==> config.mk <==
export PLATFORM = sky130hd
export DESIGN_NAME = complete_encoder
export DESIGN_NICKNAME = d
export VERILOG_FILES = /design/src/rtl/complete_encoder.sv
export SDC_FILE = /design/constraint.sdc
export NUM_CORES = 1
export LEC_CHECK = 0
export CAP_MARGIN = 5
export CELL_PAD_IN_SITES_DETAIL_PLACEMENT = 2
export CELL_PAD_IN_SITES_GLOBAL_PLACEMENT = 2
export CORE_ASPECT_RATIO = 2
export CORE_UTILIZATION = 38
export DETAILED_ROUTE_END_ITERATION = 12
export GPL_ROUTABILITY_DRIVEN = 0
export GPL_TIMING_DRIVEN = 1
export HOLD_SLACK_MARGIN = 0.02
export MAX_ROUTING_LAYER = met4
export PLACE_DENSITY_LB_ADDON = 0.05
export SYNTH_ARGS = -nofsm -noshare
export SYNTH_HDL_FRONTEND = slang
export SYNTH_SLANG_ARGS = --single-unit
==> constraint.sdc <==
create_clock -name clk -period 6.7 [get_ports clk]
set_input_delay 0.67 -clock clk [delete_from_list [all_inputs] [get_ports clk]]
set_output_delay 0.67 -clock clk [all_outputs]
set_load 0.005 [all_outputs]
==> src/rtl/complete_encoder.sv <==
// Huffman encoder: eight 4-bit symbols per accepted word, variable-length codes
// packed MSB-first into 32-bit output words, with a flush for the partial word.
module complete_encoder (
    input  logic        clk,
    input  logic        rst,
    input  logic        load,
    input  logic [31:0] in,
    input  logic        flush,
    output logic        in_ready,
    output logic [31:0] out_data,
    output logic [5:0]  out_bits,
    output logic        out_valid
);

    typedef enum logic {IDLE, ENC} state_t;

    state_t      r_state;
    state_t      w_state_next;
    logic [31:0] r_shift;
    logic [2:0]  r_k;
    logic [31:0] r_acc;
    logic [5:0]  r_cnt;
    logic [31:0] r_out_data;
    logic [5:0]  r_out_bits;
    logic        r_out_valid;

    logic [5:0]  w_code;
    logic [2:0]  w_len;
    logic [63:0] w_ins;
    logic [63:0] w_merge;
    logic [6:0]  w_sum;
    logic        w_emit;
    logic [5:0]  w_cnt_next;
    logic        w_accept;
    logic        w_flush;

    // Codes are held left-aligned in 6 bits so they can be placed with one shift.
    always_comb begin
        w_code = '0;
        w_len  = 3'd2;
        case (r_shift[31:28])
            4'd0:  begin w_code = 6'b000000; w_len = 3'd2; end
            4'd1:  begin w_code = 6'b010000; w_len = 3'd3; end
            4'd2:  begin w_code = 6'b011000; w_len = 3'd3; end
            4'd3:  begin w_code = 6'b100000; w_len = 3'd3; end
            4'd4:  begin w_code = 6'b101000; w_len = 3'd3; end
            4'd5:  begin w_code = 6'b110000; w_len = 3'd5; end
            4'd6:  begin w_code = 6'b110010; w_len = 3'd5; end
            4'd7:  begin w_code = 6'b110100; w_len = 3'd5; end
            4'd8:  begin w_code = 6'b110110; w_len = 3'd5; end
            4'd9:  begin w_code = 6'b111000; w_len = 3'd5; end
            4'd10: begin w_code = 6'b111010; w_len = 3'd6; end
            4'd11: begin w_code = 6'b111011; w_len = 3'd6; end
            4'd12: begin w_code = 6'b111100; w_len = 3'd6; end
            4'd13: begin w_code = 6'b111101; w_len = 3'd6; end
            4'd14: begin w_code = 6'b111110; w_len = 3'd6; end
            default: begin w_code = 6'b111111; w_len = 3'd6; end
        endcase
    end

    // 64-bit window: upper half is the word being filled, lower half the spill-over.
    assign w_ins      = {w_code, 58'b0} >> r_cnt;
    assign w_merge    = {r_acc, 32'b0} | w_ins;
    assign w_sum      = {1'b0, r_cnt} + {4'b0, w_len};
    assign w_emit     = (w_sum >= 7'd32);
    assign w_cnt_next = w_emit ? {1'b0, w_sum[4:0]} : w_sum[5:0];

    assign w_accept = (r_state == IDLE) && load;
    assign w_flush  = (r_state == IDLE) && flush && !load && (r_cnt != 6'd0);

    always_ff @(posedge clk or negedge rst) begin
        if (!rst) r_state <= IDLE;
        else      r_state <= w_state_next;
    end

    always_comb begin
        w_state_next = r_state;
        case (r_state)
            IDLE:    if (load) w_state_next = ENC;
            ENC:     if (r_k == 3'd7) w_state_next = IDLE;
            default: w_state_next = IDLE;
        endcase
    end

    always_ff @(posedge clk or negedge rst) begin
        if (!rst) begin
            r_shift     <= '0;
            r_k         <= '0;
            r_acc       <= '0;
            r_cnt       <= '0;
            r_out_data  <= '0;
            r_out_bits  <= '0;
            r_out_valid <= 1'b0;
        end else begin
            r_out_valid <= 1'b0;
            if (w_accept) begin
                r_shift <= in;
                r_k     <= '0;
            end else if (r_state == ENC) begin
                r_shift <= {r_shift[27:0], 4'b0};
                r_k     <= r_k + 3'd1;
                r_cnt   <= w_cnt_next;
                if (w_emit) begin
                    r_out_data  <= w_merge[63:32];
                    r_out_bits  <= 6'd32;
                    r_out_valid <= 1'b1;
                    r_acc       <= w_merge[31:0];
                end else begin
                    r_acc <= w_merge[63:32];
                end
            end else if (w_flush) begin
                r_out_data  <= r_acc;
                r_out_bits  <= r_cnt;
                r_out_valid <= 1'b1;
                r_acc       <= '0;
                r_cnt       <= '0;
            end
        end
    end

    assign in_ready  = (r_state == IDLE);
    assign out_data  = r_out_data;
    assign out_bits  = r_out_bits;
    assign out_valid = r_out_valid;

endmodule

==> flow_metrics.env, run 1 <==
export IMPL_crit_chain="inv_1, ha_1, nand2b_1, o21a_1, ha_1, a211oi_1, o21a_1, a211oi_2, buf_4, a21oi_4, buf_4, mux2_2, a21o_1"
export IMPL_cp_arrival_ns=4.06
export IMPL_mappedNetlistArea_um2=5410
export IMPL_cp_buffers_inverters=3
export IMPL_antenna_found_initial=0
export IMPL_synth_edf_count=0
export IMPL_cts_buffer_depth=2
export IMPL_yosysUniqueCellTypes=56
export IMPL_portBuffers=75
export IMPL_initial_core_util=0.389
export IMPL_syn_inst=513
export IMPL_fin_nets=628
export IMPL_grt_max_degree=73
export IMPL_ys_warn_count=0
export IMPL_setup_ws_ns=2.95
export IMPL_reg2reg_from="r_shift[29]$_DFFE_PN0P_"
export IMPL_synth_seq_cells=113
export IMPL_slew_headroom=0.376
export IMPL_grtUsageTotal=0.250
export IMPL_placed_cell_area_um2=6300
export IMPL_rows=61
export IMPL_nFillCells=1460
export IMPL_pin_count=76
export IMPL_die_y_um=171
export IMPL_fin_tns_setup_ns=0
export IMPL_synth_nets=560
export IMPL_holdCritPathClass="in2async"
export IMPL_cts_max_level=4
export IMPL_vdd_drop_max_uv=203
export IMPL_postCtsSetupRepairBufs=0
export IMPL_grt_pass1_vias=4922
export IMPL_dp_hpwl_mm=11.5
export IMPL_max_freq_ghz=0.266
export IMPL_setup_viol=0
export IMPL_drv_slew=0
export IMPL_critPathMaxStageDelay_ns=0.61
export IMPL_clock_sinks=113
export IMPL_hold_slack_ns=0.240
export IMPL_fp_coreArea_um2=13900
export IMPL_crit_fanout=65
export IMPL_ys_flop_type="dfrtp_1"
export IMPL_fin_area_um2=6920
export IMPL_routed_wl_mm=16.2
export IMPL_cts_tree="built"
export IMPL_cp_data_required_time_ns=7.01
export IMPL_area_delta_synth_final_pct=27.9
export IMPL_cts_buffers=17
export IMPL_drtPass1Iterations=4
export IMPL_die_width_um=86.4
export IMPL_clk_latency_ns=0.42
export IMPL_critPathCaptureType="register"
export IMPL_critPathTopFamily="compound AO/OA/AOI/OAI gates"
export IMPL_ant_nets=0
export IMPL_rsz0062_at_grt="no"
export IMPL_p_per_area_nw_per_um2=530
export IMPL_clock_root_buffer="clkbuf_16"
export IMPL_dp_slack_ns=2.92
export IMPL_die_area_um2=14700
export IMPL_setup_worst_path_start_class="register"
export IMPL_via_count=4263
export IMPL_grt_overflow_total=0
export IMPL_status="completed"
export IMPL_maxCapViolations=0
export IMPL_n_antenna_cell=0
export IMPL_finalCritPeriodShare=0.560
export IMPL_detail_route_drc_violations=0
export IMPL_clkTransAtPathRegs_ns=0.06
export IMPL_crit_slowest_cell="buf_4"
export IMPL_grt_pass1_wl_mm=26.4
export IMPL_vias_per_cell=5.45
export IMPL_wire_per_inst_um=20.7
export IMPL_drt_iter0_drc=176
export IMPL_post_route_util=0.498
export IMPL_hold_buffers=0
export IMPL_skew_ns=0.0116
export IMPL_hold_viol=0
export IMPL_drive_above_1_share=0.123
export IMPL_cts_resized=0
export IMPL_postSynth_asyncResetShare=1.00
export IMPL_tightest_slew_ns=0.937
export IMPL_synth_area_per_cell_um2=10.5
export IMPL_startpoint="r_shift[29]$_DFFE_PN0P_"
export IMPL_critical_path_class="reg2reg"
export IMPL_p_leak_nw=3.12
export IMPL_min_period_ns=3.75
export IMPL_yosysSeqAreaShare=0.523
## layout make-up
type                    instances  area [um2]  share of cell area
clock buffers                  17         425              0.0615
multi-input cells             352        2390               0.346
repair buffers                 80         781               0.113
flip-flops and latches        113        2830               0.409
well taps                     189         236              0.0342
inverters                      17        63.8             0.00922
clock inverters                14         190              0.0275
## sequential cells by signal, summed over array words and instances (netlist names)
register   cells
out_data      32
r_state        1
r_k            3
out_valid      1
r_acc         32
out_bits       6
r_cnt          6
r_shift       32
## worst paths after layout
kind | to | slack [ns] | cells after the start
worst max-delay path | out_data[1]$_DFFE_PN0P_ | 2.95 | 13
worst min-delay path | r_acc[9]$_DFFE_PN0P_ | 0.24 | 1
worst max register to register | out_data[1]$_DFFE_PN0P_ | 2.95 | 13
worst min register to register | out_data[12]$_DFFE_PN0P_ | 0.48 | 2
max in group asynchronous | r_state$_DFF_PN0_ | 5.07 | 2
min in group clk | out_data[12]$_DFFE_PN0P_ | 0.48 | 2
## cells in the mapped netlist (all sizes together), types with 7 or more instances
cell / count / area share
buf: 17 / 0.016
dfrtp: 113 / 0.52
ha: 10 / 0.023
nor3: 8 / 0.0074
a22o: 10 / 0.016
nor2: 23 / 0.016
mux2: 27 / 0.057
inv: 15 / 0.010
a21oi: 15 / 0.014
a21o: 7 / 0.0097
mux2i: 42 / 0.080
nand2: 76 / 0.053
clkbuf: 14 / 0.0097
o22ai: 7 / 0.0093
o21ai: 61 / 0.056
## cell usage in the layout, fill, tap and decap left out, types with 8 or more instances in the layout
cell / count
a21oi_1: 14
a22o_1: 10
clkbuf_16: 17
clkdlybuf4s50_1: 73
dfrtp_1: 112
ha_1: 10
inv_1: 15
mux2_2: 24
mux2i_1: 41
nand2_1: 75
nor2_1: 23
nor3_1: 8
o21ai_0: 60
## stage by stage
| step | power, W | std cells |
|---|---|---|
| floorplan | 0.00209 | 513 |
| global placement | 0.00262 | 751 |
| detailed placement | 0.00272 | 751 |
| CTS | 0.00372 | 782 |
| global route | 0.00390 | 782 |
| finish | 0.00366 | 782 |
## logic make-up after synthesis
family | share of synthesized area
AO/OA/AOI/OAI | 0.164
AND/OR/NAND/NOR | 0.111
multiplexers | 0.137
flip-flops | 0.523
buffers and inverters | 0.0372
adder cells (fa/ha/maj) | 0.0268
XOR/XNOR | 0.00162
## per-layer routing
layer / share of wire / track usage
met1: 0.34 / 0.226
met2: 0.58 / 0.468
met3: 0.026 / 0.0405
met4: 0.050 / 0.159
met5: 0 / -
## where the power goes
part	internal (W)	total [W]	switching, W
Clock	0.000619	0.000959	0.000340
Combinational	0.000674	0.00146	0.000782
Sequential	0.000986	0.00125	0.000265
Power figures use the tool's default switching activity.
==> inputs of run 2 (changes only) <==
Settings changed: CORE_UTILIZATION 38 to 35.
Clock period 6.7 ns to 3.9 ns, I/O delays scaled along.
==> flow_metrics.env, run 2 (synthesis gave the netlist of run 1 again) <==
export IMPL_status="completed"
export IMPL_finalCritPeriodShare=0.905
export IMPL_mostFrequentLayoutCell="dfrtp_1"
export IMPL_fp_coreArea_um2=15200
export IMPL_postCtsSetupRepairBufs=0
export IMPL_wire_per_inst_um=20.4
export IMPL_cts_buffers=17
export IMPL_p_switching_w=0.00237
export IMPL_pwr_share_clk=0.252
export IMPL_vdd_drop_max_uv=362
export IMPL_critPathCaptureType="register"
export IMPL_drv_slew=0
export IMPL_crit_fanout=44
export IMPL_p_comb_frac=0.418
export IMPL_fin_tns_setup_ns=0
export IMPL_grt_pass1_vias=4937
export IMPL_cts_max_level=4
export IMPL_cp_data_required_time_ns=4.20
export IMPL_initial_core_util=0.356
export IMPL_drive_above_1_share=0.129
export IMPL_clkTransAtPathRegs_ns=0.06
export IMPL_grtUsageTotal=0.229
export IMPL_cts_tree="built"
export IMPL_setup_worst_path_start_class="register"
export IMPL_pin_count=76
export IMPL_slew_headroom=0.325
export IMPL_grt_max_degree=77
export IMPL_reg2reg_from="r_shift[29]$_DFFE_PN0P_"
export IMPL_min_period_ns=3.53
export IMPL_critical_path_class="reg2reg"
export IMPL_hold_slack_ns=0.124
export IMPL_final_cell_mix="dfrtp_1, nand2_1, clkdlybuf4s50_1"
export IMPL_rr_worst_depth=13
export IMPL_cts_resized=0
export IMPL_vias_per_cell=5.36
export IMPL_clk_latency_ns=0.42
export IMPL_cp_arrival_ns=3.83
export IMPL_drt_iter0_drc=134
export IMPL_ant_nets=0
export IMPL_rsz0062_at_grt="no"
export IMPL_drtPass1Iterations=4
export IMPL_portBuffers=75
export IMPL_p_leak_nw=3.12
export IMPL_dp_slack_ns=0.377
export IMPL_maxCapViolations=0
export IMPL_setup_viol=0
export IMPL_dp_hpwl_mm=12.2
export IMPL_die_y_um=178
export IMPL_grt_pass1_wl_mm=26.7
export IMPL_swShare=0.379
export IMPL_p_per_area_nw_per_um2=900
export IMPL_rrSetupSlack_ns=0.37
export IMPL_skew_ns=0.00767
export IMPL_intPower_w=0.00389
export IMPL_area_delta_synth_final_pct=28.6
export IMPL_die_width_um=89.9
export IMPL_detail_route_drc_violations=0
export IMPL_via_count=4275
export IMPL_clock_sinks=113
export IMPL_die_area_um2=16000
export IMPL_hold_buffers=0
export IMPL_max_freq_ghz=0.283
export IMPL_worstReg2RegEnd="out_data[21]$_DFFE_PN0P_"
export IMPL_grt_overflow_total=0
export IMPL_cts_buffer_depth=2
export IMPL_n_antenna_cell=0
export IMPL_holdCritPathClass="in2async"
export IMPL_setup_ws_ns=0.370
export IMPL_hold_viol=0
export IMPL_rows=64
export IMPL_clock_root_buffer="clkbuf_16"
export IMPL_antenna_found_initial=0
export IMPL_power_frac_seq=0.330
export IMPL_tightest_slew_ns=1.01
export IMPL_fin_nets=633
export IMPL_routed_wl_mm=16.3
-- run 2: cell count changes in the layout (fill, tap and decap cells not counted) --
cell and delta:
buf_12 +1, buf_4 +4, bufinv_16 -1, clkbuf_1 +2, clkinv_2 -2, clkinv_4 -2, clkinvlp_4 +4
-- run 2: how the worst max path moves through the flow --
stage	slack, ns	start	end
finish	0.37	r_shift[29]$_DFFE_PN0P_	out_data[21]$_DFFE_PN0P_
global route	0.06	r_shift[29]$_DFFE_PN0P_	out_data[7]$_DFFE_PN0P_
CTS	0.29	r_shift[29]$_DFFE_PN0P_	out_data[21]$_DFFE_PN0P_
detailed placement	0.38	r_shift[29]$_DFFE_PN0P_	out_data[21]$_DFFE_PN0P_
global placement	0.62	r_shift[28]$_DFFE_PN0P_	out_data[23]$_DFFE_PN0P_
floorplan	1.02	r_shift[28]$_DFFE_PN0P_	out_data[10]$_DFFE_PN0P_
-- run 2: metrics by stage --
step                      area, um2  std cells  total power [W]  utilization
final                          6960        797          0.00626        0.457
after floorplan                5410        513          0.00358            -
after detailed placement       6360        765          0.00475        0.418
after global routing           6960        797          0.00670        0.457
after global placement         6360        765          0.00461        0.418
after CTS                      6960        797          0.00637        0.457
-- run 2: power by group through the flow --
stage	registers [W]	logic (W)	clock network [W]
global route	0.00214	0.00291	0.00166
finish	0.00207	0.00262	0.00158
detailed placement	0.00210	0.00265	0
CTS	0.00208	0.00267	0.00162
global placement	0.00206	0.00255	0
floorplan	0.00194	0.00164	0
-- run 2: critical path, stage by stage, from the launching register on --
cell and delay (ns):
dfrtp_1 0.43, inv_1 0.13, ha_1 0.19, nor2b_1 0.18, o21ai_0 0.12, ha_1 0.26
inv_1 0.09, fa_1 0.20, nor2b_1 0.08, nor3_1 0.29, a211oi_2 0.17, a21oi_4 0.55
buf_12 0.31, mux2_2 0.37
-- run 2: per-layer routing --
layer  vias up  wire length (um)  GRT usage  share of wire
met5         -                 0          -              0
li1       1967                 -          -              -
met3        42               313     0.0304          0.019
met2        86              9650      0.449           0.59
met1      2180              5490      0.201           0.34
met4         0               796      0.144          0.049
-- run 2: area by class of cell --
cell class,instances,area [um2]
Clock buffer,19,433
Clock inverter,13,163
Fill cell,1616,8260
Inverter,17,63.8
Multi-Input combinational cell,352,2390
Sequential cell,113,2830
Tap cell,198,248
Timing Repair Buffer,85,831
==> inputs of run 3 (changes only) <==
Settings changed: CORE_ASPECT_RATIO 2 to 1.4.
==> flow_metrics.env, run 3 (synthesis gave the netlist of run 1 again) <==
export IMPL_status="completed"
export IMPL_mostFrequentLayoutCell="dfrtp_1"
export IMPL_drv_slew=0
export IMPL_drt_iter0_drc=98
export IMPL_rrSetupSlack_ns=0.31
export IMPL_portBuffers=75
export IMPL_skew_ns=0.00902
export IMPL_crit_slowest_cell="a21oi_4"
export IMPL_critPathMaxStageDelay_ns=0.53
export IMPL_cts_tree="built"
export IMPL_die_y_um=149
export IMPL_setup_ws_ns=0.305
export IMPL_clock_sinks=113
export IMPL_via_count=4257
export IMPL_cts_buffer_depth=2
export IMPL_p_per_area_nw_per_um2=906
export IMPL_worstReg2RegEnd="out_data[15]$_DFFE_PN0P_"
export IMPL_hold_slack_ns=0.143
export IMPL_ant_nets=0
export IMPL_wire_per_inst_um=19.3
export IMPL_cts_max_level=4
export IMPL_final_cell_mix="dfrtp_1, nand2_1, clkdlybuf4s50_1"
export IMPL_dp_hpwl_mm=11.1
export IMPL_reg2reg_from="r_shift[28]$_DFFE_PN0P_"
export IMPL_max_freq_ghz=0.278
export IMPL_cp_arrival_ns=3.89
export IMPL_dp_slack_ns=0.390
export IMPL_hold_viol=0
export IMPL_grt_max_degree=82
export IMPL_grt_pass1_wl_mm=25.4
export IMPL_fp_coreArea_um2=15100
export IMPL_die_width_um=107
export IMPL_die_area_um2=16000
export IMPL_fin_area_um2=7060
export IMPL_initial_core_util=0.359
export IMPL_rr_worst_depth=13
export IMPL_placed_cell_area_um2=6410
export IMPL_rsz0062_at_grt="no"
export IMPL_fin_nets=638
export IMPL_holdCritPathClass="in2async"
export IMPL_drive_above_1_share=0.139
export IMPL_hold_buffers=0
export IMPL_p_leak_nw=3.19
export IMPL_clk_latency_ns=0.42
export IMPL_nFillCells=1540
export IMPL_setup_viol=0
export IMPL_grt_pass1_vias=4751
export IMPL_min_period_ns=3.59
export IMPL_vias_per_cell=5.35
export IMPL_critPathCaptureType="register"
export IMPL_tightest_slew_ns=1.07
export IMPL_grt_overflow_total=0
export IMPL_grtUsageTotal=0.217
export IMPL_postCtsSetupRepairBufs=0
export IMPL_detail_route_drc_violations=0
export IMPL_fin_tns_setup_ns=0
export IMPL_clock_root_buffer="clkbuf_16"
export IMPL_critical_path_class="reg2reg"
export IMPL_crit_chain="inv_1, ha_1, nor2b_1, o21ai_0, ha_1, inv_1, fa_1, nor2b_1, nor3_1, a211oi_2, a21oi_4, buf_4, mux2_2"
export IMPL_maxCapViolations=0
export IMPL_finalCritPeriodShare=0.922
export IMPL_n_antenna_cell=0
export IMPL_cts_resized=0
export IMPL_vdd_drop_max_uv=274
export IMPL_slew_headroom=0.288
export IMPL_drtPass1Iterations=4
export IMPL_cp_data_required_time_ns=4.19
export IMPL_total_power_w=0.00639
export IMPL_clkTransAtPathRegs_ns=0.06
export IMPL_cts_buffers=17
export IMPL_antenna_found_initial=0
export IMPL_rows=53
export IMPL_pin_count=76
export IMPL_setup_worst_path_start_class="register"
export IMPL_routed_wl_mm=15.4
export IMPL_area_delta_synth_final_pct=30.4
export IMPL_crit_fanout=17
-- run 3: cell type report --
class	instances	area [um2]	area share
Sequential cell	113	2830	0.401
Clock buffer	19	453	0.0642
Clock inverter	13	196	0.0278
Tap cell	192	240	0.0340
Multi-Input combinational cell	352	2390	0.339
Inverter	17	63.8	0.00904
Timing Repair Buffer	90	881	0.125
-- run 3: layer usage --
metal	global-route usage	wire, um	vias up
met1	0.231	6050	2194
met3	0.0393	395	17
met5	-	0	-
met4	0.0849	289	0
met2	0.395	8660	70
li1	-	-	1976
-- run 3: how the worst max path moves through the flow --
stage               slack [ns]                     from                        to  cells after the start
floorplan                 1.02  r_shift[28]$_DFFE_PN0P_  out_data[10]$_DFFE_PN0P_                     14
global placement          0.65  r_shift[29]$_DFFE_PN0P_  out_data[10]$_DFFE_PN0P_                     11
detailed placement        0.39  r_shift[28]$_DFFE_PN0P_   out_data[8]$_DFFE_PN0P_                     13
CTS                       0.25  r_shift[28]$_DFFE_PN0P_   out_data[8]$_DFFE_PN0P_                     13
global route              0.03  r_shift[28]$_DFFE_PN0P_   out_data[8]$_DFFE_PN0P_                     13
finish                    0.31  r_shift[28]$_DFFE_PN0P_  out_data[15]$_DFFE_PN0P_                     13
-- run 3: worst max-delay path: cells and delay by family, from the launching register on --
family                     cells  cell delay [ns]
DFF                            1             0.43
buffers and inverters          3             0.55
adders and majority gates      3             0.69
muxes                          1             0.36
and+or+nand+nor                3             0.57
AOI/OAI and AO/OA              3             0.83
-- run 3: per-stage QoR --
stage / cells / utilization
after CTS: 796 / 0.469
after detailed placement: 764 / 0.426
after global placement: 764 / 0.426
final: 796 / 0.469
after floorplan: 513 / -
after global routing: 796 / 0.469
-- run 3: power breakdown --
group	internal (W)	switching, W
registers	0.00169	0.000387
logic	0.00122	0.00138
clock network	0.00112	0.000599
total	0.00403	0.00237
